$ cat config.mk
export PLATFORM = sky130hd
export DESIGN_NAME = md_handover_ctrl
export DESIGN_NICKNAME = d
export VERILOG_FILES = /design/src/rtl/ho_pkg.sv /design/src/rtl/md_best_cell.sv /design/src/rtl/md_handover_ctrl.sv
export SDC_FILE = /design/constraint.sdc
export NUM_CORES = 1
export LEC_CHECK = 0
export ABC_AREA = 1
export BUFFER_PORTS_ARGS = -buffer_cell sky130_fd_sc_hd__buf_2
export CAP_MARGIN = 30
export CORE_MARGIN = 4
export CORE_UTILIZATION = 47
export CTS_BUF_LIST = sky130_fd_sc_hd__clkbuf_8
export DETAILED_ROUTE_END_ITERATION = 16
export GPL_TIMING_DRIVEN = 0
export HOLD_SLACK_MARGIN = 0.15
export PLACE_DENSITY = 0.72
export SLEW_MARGIN = 25
export SYNTH_ARGS = -nofsm -noshare
export SYNTH_HDL_FRONTEND = slang
export SYNTH_SLANG_ARGS = --single-unit
$ cat constraint.sdc
create_clock -name clk -period 2.9 [get_ports clk]
set_input_delay 0.29 -clock clk [delete_from_list [all_inputs] [get_ports clk]]
set_output_delay 0.29 -clock clk [all_outputs]
set_load 0.02 [all_outputs]
$ cat src/rtl/ho_pkg.sv
// Shared types for the mobile-device handover controller: base-station ids,
// FSM states and default widths.
package ho_pkg;

  localparam int SQ_W_DEF   = 8;
  localparam int DATA_W_DEF = 4;

  typedef enum logic [1:0] {
    BS_NONE = 2'd0,
    BS1     = 2'd1,
    BS2     = 2'd2,
    BS3     = 2'd3
  } bs_id_t;

  typedef enum logic [2:0] {
    IDLE     = 3'd0,
    SERVING  = 3'd1,
    TRIGGER  = 3'd2,
    HANDOVER = 3'd3
  } md_state_t;

  function automatic logic state_busy(input md_state_t s);
    return (s == TRIGGER) || (s == HANDOVER);
  endfunction

endpackage

$ cat src/rtl/md_best_cell.sv
// Combinational argmax over three signal qualities; ties resolve to the
// lowest-numbered base station.
module md_best_cell
  import ho_pkg::*;
#(
  parameter int SQ_W = SQ_W_DEF
) (
  input  logic [SQ_W-1:0] sq1,
  input  logic [SQ_W-1:0] sq2,
  input  logic [SQ_W-1:0] sq3,
  output bs_id_t          best_id,
  output logic [SQ_W-1:0] best_sq
);

  // Priority chain gives BS1 precedence over BS2 over BS3 on equal values
  always_comb begin
    best_id = BS1;
    best_sq = sq1;
    if ((sq1 >= sq2) && (sq1 >= sq3)) begin
      best_id = BS1;
      best_sq = sq1;
    end else if (sq2 >= sq3) begin
      best_id = BS2;
      best_sq = sq2;
    end else begin
      best_id = BS3;
      best_sq = sq3;
    end
  end

endmodule

$ cat src/rtl/md_handover_ctrl.sv
// Mobile-device side of the handover protocol: registers signal qualities,
// selects the serving BS with hysteresis + time-to-trigger, captures downlink data.
module md_handover_ctrl
  import ho_pkg::*;
#(
  parameter int SQ_W    = SQ_W_DEF,
  parameter int DATA_W  = DATA_W_DEF,
  parameter int SQ_MIN  = 32,
  parameter int HYST    = 8,
  parameter int TTT     = 4,
  parameter int HO_TOUT = 16
) (
  input  logic              clk,
  input  logic              reset,
  input  logic [SQ_W-1:0]   signalquality1,
  input  logic [SQ_W-1:0]   signalquality2,
  input  logic [SQ_W-1:0]   signalquality3,
  input  logic              compare_enable,
  input  logic [DATA_W-1:0] DM_MD_data,
  output logic [SQ_W-1:0]   MD_DM_sq1,
  output logic [SQ_W-1:0]   MD_DM_sq2,
  output logic [SQ_W-1:0]   MD_DM_sq3,
  output logic [1:0]        MD_DM_target,
  output logic [DATA_W-1:0] final_data,
  output logic              ho_busy,
  output logic              ho_fail
);

  localparam int TTT_W  = (TTT > 1) ? $clog2(TTT + 1) : 1;
  localparam int TOUT_W = (HO_TOUT > 1) ? $clog2(HO_TOUT + 1) : 1;

  localparam logic [SQ_W-1:0]   SQ_MIN_V   = SQ_W'(SQ_MIN);
  localparam logic [SQ_W:0]     HYST_V     = (SQ_W + 1)'(HYST);
  localparam logic [TTT_W-1:0]  TTT_LAST   = TTT_W'(TTT - 1);
  localparam logic [TOUT_W-1:0] TOUT_LAST  = TOUT_W'(HO_TOUT - 1);

  logic [SQ_W-1:0]   sq1_q, sq1_d;
  logic [SQ_W-1:0]   sq2_q, sq2_d;
  logic [SQ_W-1:0]   sq3_q, sq3_d;
  md_state_t         state_q, state_d;
  bs_id_t            target_q, target_d;
  bs_id_t            serving_q, serving_d;
  bs_id_t            prev_q, prev_d;
  bs_id_t            cand_q, cand_d;
  logic [TTT_W-1:0]  ttt_cnt_q, ttt_cnt_d;
  logic [TOUT_W-1:0] tout_cnt_q, tout_cnt_d;
  logic [DATA_W-1:0] final_data_q, final_data_d;
  logic              ho_fail_q, ho_fail_d;

  bs_id_t            best_id_s;
  logic [SQ_W-1:0]   best_sq_s;
  logic [SQ_W-1:0]   serv_sq_s;
  logic              cand_ok_s;
  logic              serv_lost_s;

  md_best_cell #(.SQ_W(SQ_W)) u_best (
    .sq1     (sq1_q),
    .sq2     (sq2_q),
    .sq3     (sq3_q),
    .best_id (best_id_s),
    .best_sq (best_sq_s)
  );

  // Quality of the currently serving BS and the hysteresis comparison (one extra bit, no wrap)
  always_comb begin
    case (serving_q)
      BS1:     serv_sq_s = sq1_q;
      BS2:     serv_sq_s = sq2_q;
      BS3:     serv_sq_s = sq3_q;
      default: serv_sq_s = {SQ_W{1'b0}};
    endcase
    cand_ok_s   = (best_id_s != serving_q) &&
                  ({1'b0, best_sq_s} > ({1'b0, serv_sq_s} + HYST_V));
    serv_lost_s = (serv_sq_s < SQ_MIN_V);
  end

  // Next-state logic for quality registers, handover FSM, counters and data capture
  always_comb begin
    sq1_d        = signalquality1;
    sq2_d        = signalquality2;
    sq3_d        = signalquality3;
    state_d      = state_q;
    target_d     = target_q;
    serving_d    = serving_q;
    prev_d       = prev_q;
    cand_d       = cand_q;
    ttt_cnt_d    = ttt_cnt_q;
    tout_cnt_d   = tout_cnt_q;
    ho_fail_d    = 1'b0;

    if (compare_enable && ((state_q == SERVING) || (state_q == HANDOVER))) begin
      final_data_d = DM_MD_data;
    end else begin
      final_data_d = final_data_q;
    end

    case (state_q)
      IDLE: begin
        if (best_sq_s >= SQ_MIN_V) begin
          target_d   = best_id_s;
          prev_d     = BS_NONE;
          tout_cnt_d = {TOUT_W{1'b0}};
          state_d    = HANDOVER;
        end else begin
          target_d   = BS_NONE;
        end
      end

      SERVING: begin
        // Losing the serving cell takes priority over any pending candidate
        if (serv_lost_s) begin
          target_d  = BS_NONE;
          serving_d = BS_NONE;
          ttt_cnt_d = {TTT_W{1'b0}};
          state_d   = IDLE;
        end else if (cand_ok_s) begin
          cand_d = best_id_s;
          if (TTT == 1) begin
            prev_d     = serving_q;
            target_d   = best_id_s;
            ttt_cnt_d  = {TTT_W{1'b0}};
            tout_cnt_d = {TOUT_W{1'b0}};
            state_d    = HANDOVER;
          end else begin
            ttt_cnt_d  = TTT_W'(1);
            state_d    = TRIGGER;
          end
        end else begin
          ttt_cnt_d = {TTT_W{1'b0}};
        end
      end

      TRIGGER: begin
        if (serv_lost_s) begin
          target_d  = BS_NONE;
          serving_d = BS_NONE;
          ttt_cnt_d = {TTT_W{1'b0}};
          state_d   = IDLE;
        end else if (!cand_ok_s || (best_id_s != cand_q)) begin
          ttt_cnt_d = {TTT_W{1'b0}};
          state_d   = SERVING;
        end else if (ttt_cnt_q == TTT_LAST) begin
          prev_d     = serving_q;
          target_d   = cand_q;
          ttt_cnt_d  = {TTT_W{1'b0}};
          tout_cnt_d = {TOUT_W{1'b0}};
          state_d    = HANDOVER;
        end else begin
          ttt_cnt_d  = ttt_cnt_q + TTT_W'(1);
        end
      end

      HANDOVER: begin
        // Acceptance on the final timeout cycle still counts as success
        if (compare_enable) begin
          serving_d  = target_q;
          tout_cnt_d = {TOUT_W{1'b0}};
          state_d    = SERVING;
        end else if (tout_cnt_q == TOUT_LAST) begin
          target_d   = prev_q;
          ho_fail_d  = 1'b1;
          tout_cnt_d = {TOUT_W{1'b0}};
          state_d    = (prev_q != BS_NONE) ? SERVING : IDLE;
        end else begin
          tout_cnt_d = tout_cnt_q + TOUT_W'(1);
        end
      end

      default: begin
        state_d    = IDLE;
        target_d   = BS_NONE;
        serving_d  = BS_NONE;
        prev_d     = BS_NONE;
        ttt_cnt_d  = {TTT_W{1'b0}};
        tout_cnt_d = {TOUT_W{1'b0}};
      end
    endcase
  end

  // State and output registers with asynchronous reset
  always_ff @(posedge clk or posedge reset) begin
    if (reset) begin
      sq1_q        <= {SQ_W{1'b0}};
      sq2_q        <= {SQ_W{1'b0}};
      sq3_q        <= {SQ_W{1'b0}};
      state_q      <= IDLE;
      target_q     <= BS_NONE;
      serving_q    <= BS_NONE;
      prev_q       <= BS_NONE;
      cand_q       <= BS_NONE;
      ttt_cnt_q    <= {TTT_W{1'b0}};
      tout_cnt_q   <= {TOUT_W{1'b0}};
      final_data_q <= {DATA_W{1'b0}};
      ho_fail_q    <= 1'b0;
    end else begin
      sq1_q        <= sq1_d;
      sq2_q        <= sq2_d;
      sq3_q        <= sq3_d;
      state_q      <= state_d;
      target_q     <= target_d;
      serving_q    <= serving_d;
      prev_q       <= prev_d;
      cand_q       <= cand_d;
      ttt_cnt_q    <= ttt_cnt_d;
      tout_cnt_q   <= tout_cnt_d;
      final_data_q <= final_data_d;
      ho_fail_q    <= ho_fail_d;
    end
  end

  assign MD_DM_sq1    = sq1_q;
  assign MD_DM_sq2    = sq2_q;
  assign MD_DM_sq3    = sq3_q;
  assign MD_DM_target = target_q;
  assign final_data   = final_data_q;
  assign ho_fail      = ho_fail_q;
  assign ho_busy      = state_busy(state_q);

endmodule

==> results of run 1 <==
## critical path, delay by kind of cell (launching register included)
kind	cells	cell delay (ns)
AO/OA/AOI/OAI	5	0.58
buffers and inverters	2	0.21
adder cells (fa/ha/maj)	2	0.55
flip-flops	1	0.47
AND/OR/NAND/NOR	14	1.33
## layout by cell type (no fill, tap or decap), types with 8 or more instances in the layout
master,n
buf_2,64
buf_4,24
dfrtp_1,28
dfrtp_2,19
dlygate4sd3_1,25
ha_1,18
ha_4,21
inv_1,44
inv_2,19
nand2_1,89
nand2_2,22
nand2_4,8
nand3_1,24
nand3_2,11
nand4_1,14
nor2_1,22
o21ai_0,12
## power by group through the flow
stage / combinational, mW / clock (mW) / sequential [mW]
floorplan: 0.847 / 0 / 0.906
global route: 1.57 / 0.448 / 0.866
detailed placement: 1.19 / 0 / 0.856
finish: 1.42 / 0.415 / 0.852
CTS: 1.31 / 0.430 / 0.845
global placement: 1.16 / 0 / 0.851
## state kept, by name, indices dropped and copies added (netlist names)
signal	count
cand_q	2
MD_DM_sq1	8
MD_DM_sq2	8
tout_cnt_q	5
ho_fail	1
MD_DM_target	2
state_q	2
MD_DM_sq3	8
ttt_cnt_q	3
final_data	4
serving_q	2
prev_q	2
## what timing repair did
| action | CTS | global route |
|---|---|---|
| endpoints found under the setup margin | 16 | 16 |
| hold buffers | 25 | 0 |
| gates resized for setup | 26 | 51 |
| setup buffers | 19 | 9 |
| hold endpoints to repair | 39 | 0 |
| pin swaps | 19 | 27 |
| gates cloned | 3 | 0 |
## worst max path at each step
stage                                to  slack, ns
after floorplan           tout_cnt_q[4]      -0.07
after global placement       state_q[1]      -0.36
after detailed placement  tout_cnt_q[1]      -0.39
after CTS                 tout_cnt_q[1]      -0.26
after global routing      tout_cnt_q[4]      -0.53
final                     tout_cnt_q[4]      -0.35
## metal layers
metal	routed length, um	share of wire, %
met5	0	0
met2	4629	48
met4	195	2.0
met1	4313	45
met3	494	5.1
## metrics by stage
| step | power [mW] | setup WS [ns] | instances | area, um^2 |
|---|---|---|---|---|
| 5_1_grt | 2.881 | -0.5288 | 650 | 4952 |
| 4_1_cts | 2.584 | -0.2597 | 641 | 4623 |
| 3_5_place_dp | 2.047 | -0.3893 | 586 | 4000 |
| 3_3_place_gp | 2.007 | -0.3611 | 585 | 3980 |
| 6_report | 2.691 | -0.3478 | 650 | 4952 |
| 2_1_floorplan | 1.753 | -0.06591 | 427 | 3550 |
## logic make-up (layout without fill, tap and decap cells)
family,Yosys count,count (layout),synth area share (%)
adders and majority gates,39,39,14.20
and+or+nand+nor,211,212,31.65
AOI/OAI and AO/OA,48,48,8.813
DFF,47,47,34.23
muxes,4,4,1.311
xor gates and xnor gates,4,4,1.020
buffers and inverters,74,200,8.776
## cells in the mapped netlist (all sizes together)
cell type  count  share of area, %
a21boi         1              0.22
a21o           4              0.87
a21oi         13               1.9
a221oi         2              0.51
buf            4               1.1
clkbuf         1              0.11
dfrtp         47                34
ha            39                14
inv           69               7.5
mux2           4               1.3
nand2        119                15
nand3         38               7.3
nand4         15               3.2
nor2          36               6.0
nor3           1              0.15
nor4           1              0.18
o211ai         5               1.2
o21ai         21               3.6
o21bai         1              0.22
o221ai         1              0.25
or2            1              0.18
xor2           4               1.0
## cell type report
cell class / count / share of cell area [%]
multi-input combinational: 307 / 48.03
sequential: 47 / 24.23
timing repair buffer: 118 / 16.85
inverter: 69 / 5.533
tap: 96 / 2.425
clock buffer: 5 / 1.390
buffer: 5 / 1.162
clock inverter: 3 / 0.3790
==> flow_summary.yaml, run 1 <==
outcome:
  outcome: "finished, violations left"
  violations: "negative setup slack"
clocking:
  clkSinkCount: 47
  cts_tree: "built"
  clk_pin_slew_worst_paths_ns: 0.10
  clk_path_buf_depth: 2
  htree_levels: 2
  clockRootBuffer: "clkbuf_8"
  cts_inserted_buffers: 5
  worstSkewPairLatency_ns: 0.32
global_routing:
  antenna_found_initial: 0
  track_usage_pct: 21.60
  gr-usage-met2_pct: 34.84
  gr-total-overflow: 0
  grt_pass1_wl_um: 15110
  grt_max_degree: 33
  grt_use_met1_pct: 29.58
  busiest_layer: "met2"
  met3_usage_pct: 4.103
  grt_pass1_vias: 3300
critical_path:
  worst_setup_path_start_kind: "flop"
  critPathCaptureType: "flop"
  cp_cell_sequence: "ha_4, a21o_1, nor2_4, nand3_4, buf_8, o211ai_1, nand2_1, ha_4, nand2_1, a21oi_2, nor2_1, o21ai_1, nand2_1, nand2_1, nand2_1, nand2_2, inv_2, nor2_4, nand3_2, nand2_4, nand2_8, nand2_2, o21ai_2"
  max_stage_delay_ns: 0.47
  crit_required_ns: 3.11
  regToRegSetupSlack_ns: -0.35
  worstPathArrival_ns: 3.46
  startpoint: "MD_DM_sq2[7]"
  r2r_cells: 23
  rr_startpoint: "MD_DM_sq2[7]"
  crit_top_cell: "nand2_1"
  path_class: "flop to flop"
  crit_path_max_fanout: 5
  slowest_stage: "dfrtp_2"
  r2r_end: "tout_cnt_q[4]"
floorplan:
  pin_count: 63
  rows: 30
  die_w_um: 93.50
  initial_core_util_pct: 49.48
  die_area_mm2: 0.008742
  core_mm2: 0.006944
  fp.dieH_um: 93.50
final_layout:
  num-fill-cells: 506
  diodes: 0
  nNetsFinal: 623
  register_area_mm2: 0.001200
  drive_gt1_share_pct: 44.95
  area_growth_pct: 44.14
  multi_input_area_mm2: 0.002379
  finish.utilization_pct: 71.32
drt:
  ant_nets: 0
  vias: 3398
  drtIter0Drc: 209
  wire_per_inst_um: 14.82
  drt_wl_total_um: 9634
  viasPerCell: 5.228
  firstDrtPassIters: 5
  drc: 0
power_and_ir_drop:
  p_int_mw: 1.489
  power_density_mw_per_mm2: 543.5
  swShare_pct: 44.69
  leakage_nw: 2.478
  combPwrFrac_pct: 52.9
  vdd_drop_max_uv: 422.2
  p_sw_mw: 1.203
  pwr-share-clk_pct: 15.4
  power_frac_seq_pct: 31.6
worst_hold_path:
  hold_class: "input port to flop"
  hold_start: "compare_enable"
  holdPathStages: 2
  whs_endpoint: "ho_fail"
yosys:
  ys_seq_area_share_pct: 34.23
  synth_seq_cells: 47
  syn_area_mm2: 0.003436
  yosysWarnings: 0
  synth_cell_types: 36
  syn_nets: 497
  netlist_instances: 427
  syn_area_per_cell_um2: 8.046
timing:
  hold_viol: 0
  setup_viol: 16
  slew_violations: 0
  fin_crit_sh_pct: 112.0
  fmax_mhz: 307.9
  period_minus_slack_ns: 3.248
  final.setup_skew_ns: 0.01290
  whs_ns: 0.1671
  rsz0062_at_grt: "yes"
  relSlewSlack_pct: 70.88
  finalWorstSetupSlack_ns: -0.3478
  tightest_slew_ns: 0.4369
  tns_ns: -4.371
job:
  drv_cap: 0
placed_design:
  dpl.hpwl_um: 6372
  place.gp.congestion: 0.8775
  portBuffers: 62
Note: power is estimated with default switching activity, not from simulation.
==> run 2, diff against run 1 <==
--- a/config.mk
+++ b/config.mk
@@ -12,7 +12,7 @@
 export CORE_UTILIZATION = 47
 export CTS_BUF_LIST = sky130_fd_sc_hd__clkbuf_8
 export DETAILED_ROUTE_END_ITERATION = 16
-export GPL_TIMING_DRIVEN = 0
+export GPL_TIMING_DRIVEN = 1
 export HOLD_SLACK_MARGIN = 0.15
 export PLACE_DENSITY = 0.72
 export SLEW_MARGIN = 25
==> flow_summary.yaml, run 2 (same netlist as run 1, synthesis figures left out) <==
drt:
  vias: 3730
  firstDrtPassIters: 6
  drtIter0Drc: 296
  wire_per_inst_um: 15.89
  ant_nets: 0
  drc: 0
  viasPerCell: 5.398
  drt_wl_total_um: 10980
critical_path:
  crit_required_ns: 3.10
  r2r_cells: 24
  rr_startpoint: "MD_DM_sq2[4]"
  worst_setup_path_start_kind: "flop"
  worstPathArrival_ns: 3.56
  path_class: "flop to flop"
  crit_path_max_fanout: 5
  critPathCaptureType: "flop"
  startpoint: "MD_DM_sq2[4]"
  endpoint: "tout_cnt_q[2]"
  r2r_end: "tout_cnt_q[2]"
  regToRegSetupSlack_ns: -0.46
timing:
  finalWorstSetupSlack_ns: -0.4576
  rsz0062_at_grt: "yes"
  tightest_slew_ns: 0.8108
  fin_crit_sh_pct: 115.8
  relSlewSlack_pct: 45.89
  setup_viol: 16
  slew_violations: 0
  fmax_mhz: 297.8
  final.setup_skew_ns: 0.005641
  hold_viol: 0
  period_minus_slack_ns: 3.358
  tns_ns: -5.420
clocking:
  clkSinkCount: 47
  clk_pin_slew_worst_paths_ns: 0.09
  clockRootBuffer: "clkbuf_8"
  cts_inserted_buffers: 5
  htree_levels: 2
  cts_tree: "built"
  worstSkewPairLatency_ns: 0.31
  clk_path_buf_depth: 2
final_layout:
  final_cell_mix: "nand2_1 (92), buf_4 (72), buf_2 (62)"
  nNetsFinal: 664
  register_area_mm2: 0.001197
  area_growth_pct: 50.95
  diodes: 0
  finish.utilization_pct: 74.68
  final_common_cell: "nand2_1"
  drive_gt1_share_pct: 47.23
  multi_input_area_mm2: 0.002347
  num-fill-cells: 454
placed_design:
  place.gp.congestion: 0.9286
  dpl.hpwl_um: 6897
  portBuffers: 62
  dpl_worst_slack_ns: -0.3174
floorplan:
  die_w_um: 93.50
  core_mm2: 0.006944
  initial_core_util_pct: 49.48
  pin_count: 63
  fp.dieH_um: 93.50
  rows: 30
  die_area_mm2: 0.008742
job:
  drv_cap: 0
outcome:
  outcome: "finished, violations left"
  violations: "negative setup slack"
power_and_ir_drop:
  vdd_drop_max_uv: 398.9
  power_density_mw_per_mm2: 547.3
  leakage_nw: 2.681
global_routing:
  grt_pass1_vias: 3724
  track_usage_pct: 24.56
  grt_max_degree: 48
  grt_pass1_wl_um: 17000
  antenna_found_initial: 0
  gr-total-overflow: 0
worst_hold_path:
  hold_class: "input port to async pin"
[run 2: cell types whose count changed in the layout (fill, tap and decap cells not counted), sizes merged]
cell / before / now
nand3: 38 / 39
clkbuf: 5 / 7
clkinvlp: 0 / 1
buf: 98 / 139
inv: 70 / 68
clkinv: 2 / 1
dlygate4sd3: 25 / 24
[run 2: routing by layer]
| layer | vias up | GRT usage, % | part of all wire [%] | wire length (um) |
|---|---|---|---|---|
| met3 | 37 | 4.586 | 6.2 | 680 |
| li1 | 1737 | - | - | - |
| met1 | 1784 | 30.75 | 42 | 4559 |
| met4 | 0 | 10.62 | 3.2 | 353 |
| met2 | 172 | 41.16 | 49 | 5388 |
| met5 | - | 0 | 0 | 0 |
[run 2: final cells by class]
cell class / instances / share of cell area, %
Clock buffer: 7 / 1.858
Sequential cell: 47 / 23.09
Timing Repair Buffer: 163 / 22.12
Inverter: 69 / 5.211
Clock inverter: 1 / 0.1448
Multi-Input combinational cell: 308 / 45.26
Tap cell: 96 / 2.316
[run 2: through the flow]
step           std cells  power, mW  area [um^2]  hold slack [ns]
2_1_floorplan        427      1.753         3550           0.3214
3_3_place_gp         630      2.075         4303           0.3973
3_5_place_dp         630      2.118         4303           0.3993
4_1_cts              685      2.703         4960           0.1744
5_1_grt              691      3.032         5186           0.1583
6_report             691      2.838         5186           0.1115
[run 2: timing repair]
action / 4_1_cts / 5_1_grt
resized for setup: 26 / 41
pin swaps: 17 / 39
hold endpoints to repair: 24 / 0
cloned: 2 / 0
setup endpoints to repair: 16 / 16
hold buffers: 24 / 0
buffers inserted: 21 / 6
[run 2: how the worst min path moves through the flow]
| stage | start | end | slack [ns] | cells past startpoint |
|---|---|---|---|---|
| final | reset | MD_DM_sq2[7] | 0.11 | 2 |
| after global routing | reset | MD_DM_sq3[7] | 0.16 | 2 |
| after CTS | compare_enable | ho_fail | 0.17 | 2 |
| after detailed placement | signalquality2[6] | MD_DM_sq2[6] | 0.40 | 1 |
| after global placement | signalquality1[6] | MD_DM_sq1[6] | 0.40 | 1 |
| after floorplan | signalquality1[0] | MD_DM_sq1[0] | 0.32 | 0 |
[run 2: where the power goes]
part	leakage (nW)	internal, mW	switching, mW
combinational	2.06	0.618	0.923
sequential	0.566	0.757	0.0916
clock	0.0505	0.217	0.231
total	2.68	1.59	1.25
[run 2: worst max-delay path, cell delays in order, from the launching register on]
cell and delay, ns:
dfrtp_1 0.41, inv_1 0.08, ha_1 0.30, nand2_2 0.08, nor2_4 0.13, nand4_1 0.12
nand3_2 0.14, nand2_4 0.09, buf_6 0.13, o211ai_1 0.08, nand2_1 0.15, ha_4 0.31
nand4_1 0.11, o21ai_1 0.16, nand2_1 0.07, nand2_1 0.05, nand2_1 0.05, nand2_2 0.09
inv_2 0.05, nor2_4 0.16, nand3_2 0.11, nand2_4 0.15, nand2_8 0.09, nand2_4 0.08
o21ai_2 0.05
==> run 3, diff against run 2 <==
--- a/config.mk
+++ b/config.mk
@@ -8,11 +8,11 @@
 export ABC_AREA = 1
 export BUFFER_PORTS_ARGS = -buffer_cell sky130_fd_sc_hd__buf_2
 export CAP_MARGIN = 30
-export CORE_MARGIN = 4
+export CORE_MARGIN = 10
 export CORE_UTILIZATION = 47
 export CTS_BUF_LIST = sky130_fd_sc_hd__clkbuf_8
 export DETAILED_ROUTE_END_ITERATION = 16
-export GPL_TIMING_DRIVEN = 1
+export GPL_TIMING_DRIVEN = 0
 export HOLD_SLACK_MARGIN = 0.15
 export PLACE_DENSITY = 0.72
 export SLEW_MARGIN = 25
==> constraint.sdc (replaced) <==
create_clock -name clk -period 2.9 [get_ports clk]
set_input_delay 0.87 -clock clk [delete_from_list [all_inputs] [get_ports clk]]
set_output_delay 0.87 -clock clk [all_outputs]
set_load 0.02 [all_outputs]
==> flow_summary.yaml, run 3 (same netlist as run 1, synthesis figures left out) <==
outcome:
  outcome: "finished, violations left"
  violations: "negative setup slack"
clocking:
  clockRootBuffer: "clkbuf_8"
  htree_levels: 2
  cts_tree: "built"
  clk_pin_slew_worst_paths_ns: 0.10
  clkSinkCount: 47
  worstSkewPairLatency_ns: 0.31
  cts_inserted_buffers: 5
  clk_path_buf_depth: 2
power_and_ir_drop:
  p_int_mw: 1.546
  leakage_nw: 2.346
  vdd_drop_max_uv: 379.0
  combPwrFrac_pct: 49.5
  power_frac_seq_pct: 31.3
  power_mw: 2.705
  power_density_mw_per_mm2: 597.6
  pwr-share-clk_pct: 19.3
  p_sw_mw: 1.159
  swShare_pct: 42.86
placed_design:
  place.gp.congestion: 0.8724
  portBuffers: 62
  dpl.hpwl_um: 6815
final_layout:
  final_cell_mix: "nand2_1 (94), buf_2 (64), inv_1 (49)"
  diodes: 0
  num-fill-cells: 615
  final_common_cell: "nand2_1"
  nNetsFinal: 596
  drive_gt1_share_pct: 41.94
  area_growth_pct: 31.76
critical_path:
  crit_path_max_fanout: 5
  critPathCaptureType: "flop"
  path_class: "flop to flop"
  r2r_cells: 25
  crit_required_ns: 3.11
  worst_setup_path_start_kind: "flop"
  worstPathArrival_ns: 3.44
timing:
  setup_viol: 16
  final.setup_skew_ns: 0.01023
  period_minus_slack_ns: 3.229
  whs_ns: 0.4807
  fmax_mhz: 309.7
  slew_violations: 0
  relSlewSlack_pct: 68.55
  finalWorstSetupSlack_ns: -0.3290
  fin_crit_sh_pct: 111.3
  hold_viol: 0
  rsz0062_at_grt: "yes"
  tightest_slew_ns: 0.4711
drt:
  drtIter0Drc: 158
  drc: 0
  viasPerCell: 5.160
  firstDrtPassIters: 5
  ant_nets: 0
  wire_per_inst_um: 14.56
  vias: 3230
  drt_wl_total_um: 9117
floorplan:
  rows: 31
  core_mm2: 0.007176
  die_area_mm2: 0.01113
  pin_count: 63
  fp.dieH_um: 105.5
  initial_core_util_pct: 47.88
  die_w_um: 105.5
global_routing:
  grt_use_met1_pct: 20.07
  gr-total-overflow: 0
  antenna_found_initial: 0
  gr-usage-met2_pct: 27.64
  grt_max_degree: 27
  track_usage_pct: 16.36
  grt_pass1_wl_um: 15280
  busiest_layer: "met2"
  grt_pass1_vias: 3368
  met3_usage_pct: 3.715
worst_hold_path:
  hold_class: "flop to flop"
  holdPathStages: 2
job:
  drv_cap: 0
## run 3: cell count changes in the layout (fill, tap and decap cells not counted), moves of 4 or more
cell           before  now
buf_4              72   26
dlygate4sd3_1      24    0
nand3_1            22   26
nand2_4             7    3
nand3_2            13    9
inv_1              45   49
## run 3: area by class of cell
type                       count  area, um^2  area share [%]
tap                           99       123.9           2.736
inverter                      69       266.5           5.887
multi-input combinational    307        2221           49.06
clock buffer                   6       82.58           1.824
clock inverter                 2       38.79          0.8568
sequential                    47        1196           26.42
buffer                         5       53.80           1.189
timing repair buffer          91       544.3           12.02
## run 3: through the flow
step / instances / setup TNS, ns / cell area [um^2] / utilization, % / worst slack [ns]
2_1_floorplan: 427 / -0.4576 / 3550 / - / -0.06591
3_3_place_gp: 588 / -4.824 / 3984 / 55.52 / -0.3700
3_5_place_dp: 589 / -5.669 / 4004 / 55.80 / -0.4254
4_1_cts: 620 / -3.598 / 4424 / 61.66 / -0.2853
5_1_grt: 626 / -7.627 / 4527 / 63.09 / -0.5693
6_report: 626 / -3.754 / 4527 / 63.09 / -0.3290
## run 3: final timing paths
| check | endpoint | start | slack, ns |
|---|---|---|---|
| min in group asynchronous | MD_DM_sq2[7] | reset | 0.56 |
| worst min-delay path | prev_q[1] | prev_q[1] | 0.48 |
| max in group asynchronous | MD_DM_sq2[6] | reset | 1.84 |
| worst max register to register | tout_cnt_q[2] | MD_DM_sq3[3] | -0.33 |
| worst max-delay path | tout_cnt_q[2] | MD_DM_sq3[3] | -0.33 |
| worst min register to register | prev_q[1] | prev_q[1] | 0.48 |
## run 3: critical path, stage by stage, from the launching register on
cell	delay (ns)
dfrtp_2	0.43
inv_4	0.08
ha_4	0.20
a21oi_2	0.17
nand2_1	0.09
nand2_2	0.11
nand3_4	0.14
buf_8	0.16
o211ai_1	0.19
nand2_2	0.11
ha_4	0.29
nand2_2	0.05
a21oi_2	0.10
nor2_1	0.05
o21ai_1	0.07
nand2_1	0.06
nand2_1	0.05
nand2_1	0.05
nand2_2	0.07
inv_2	0.04
nor2_4	0.15
nand3_2	0.12
nand2_4	0.14
nand2_8	0.09
nand2_2	0.07
o21ai_2	0.05
## run 3: timing repair
action,in CTS,in global routing
gates cloned,3,0
resized for setup,22,17
setup endpoints to repair,16,16
buffers inserted,20,6
hold buffers,0,0
pin swaps,8,14
hold endpoints to repair,0,0
## run 3: layer usage
layer  up-vias  share of wire (%)  wire length, um
met2       114                 47             4301
met4         0                2.3              214
met5         -                  0                0
li1       1593                  -                -
met3        24                6.0              544
met1      1499                 44             4056
## run 3: power groups by stage
stage	registers [mW]	logic (mW)	clock network, mW
floorplan	0.906	0.847	0
global placement	0.851	1.17	0
detailed placement	0.856	1.20	0
CTS	0.844	1.29	0.542
global route	0.857	1.49	0.568
finish	0.845	1.34	0.521
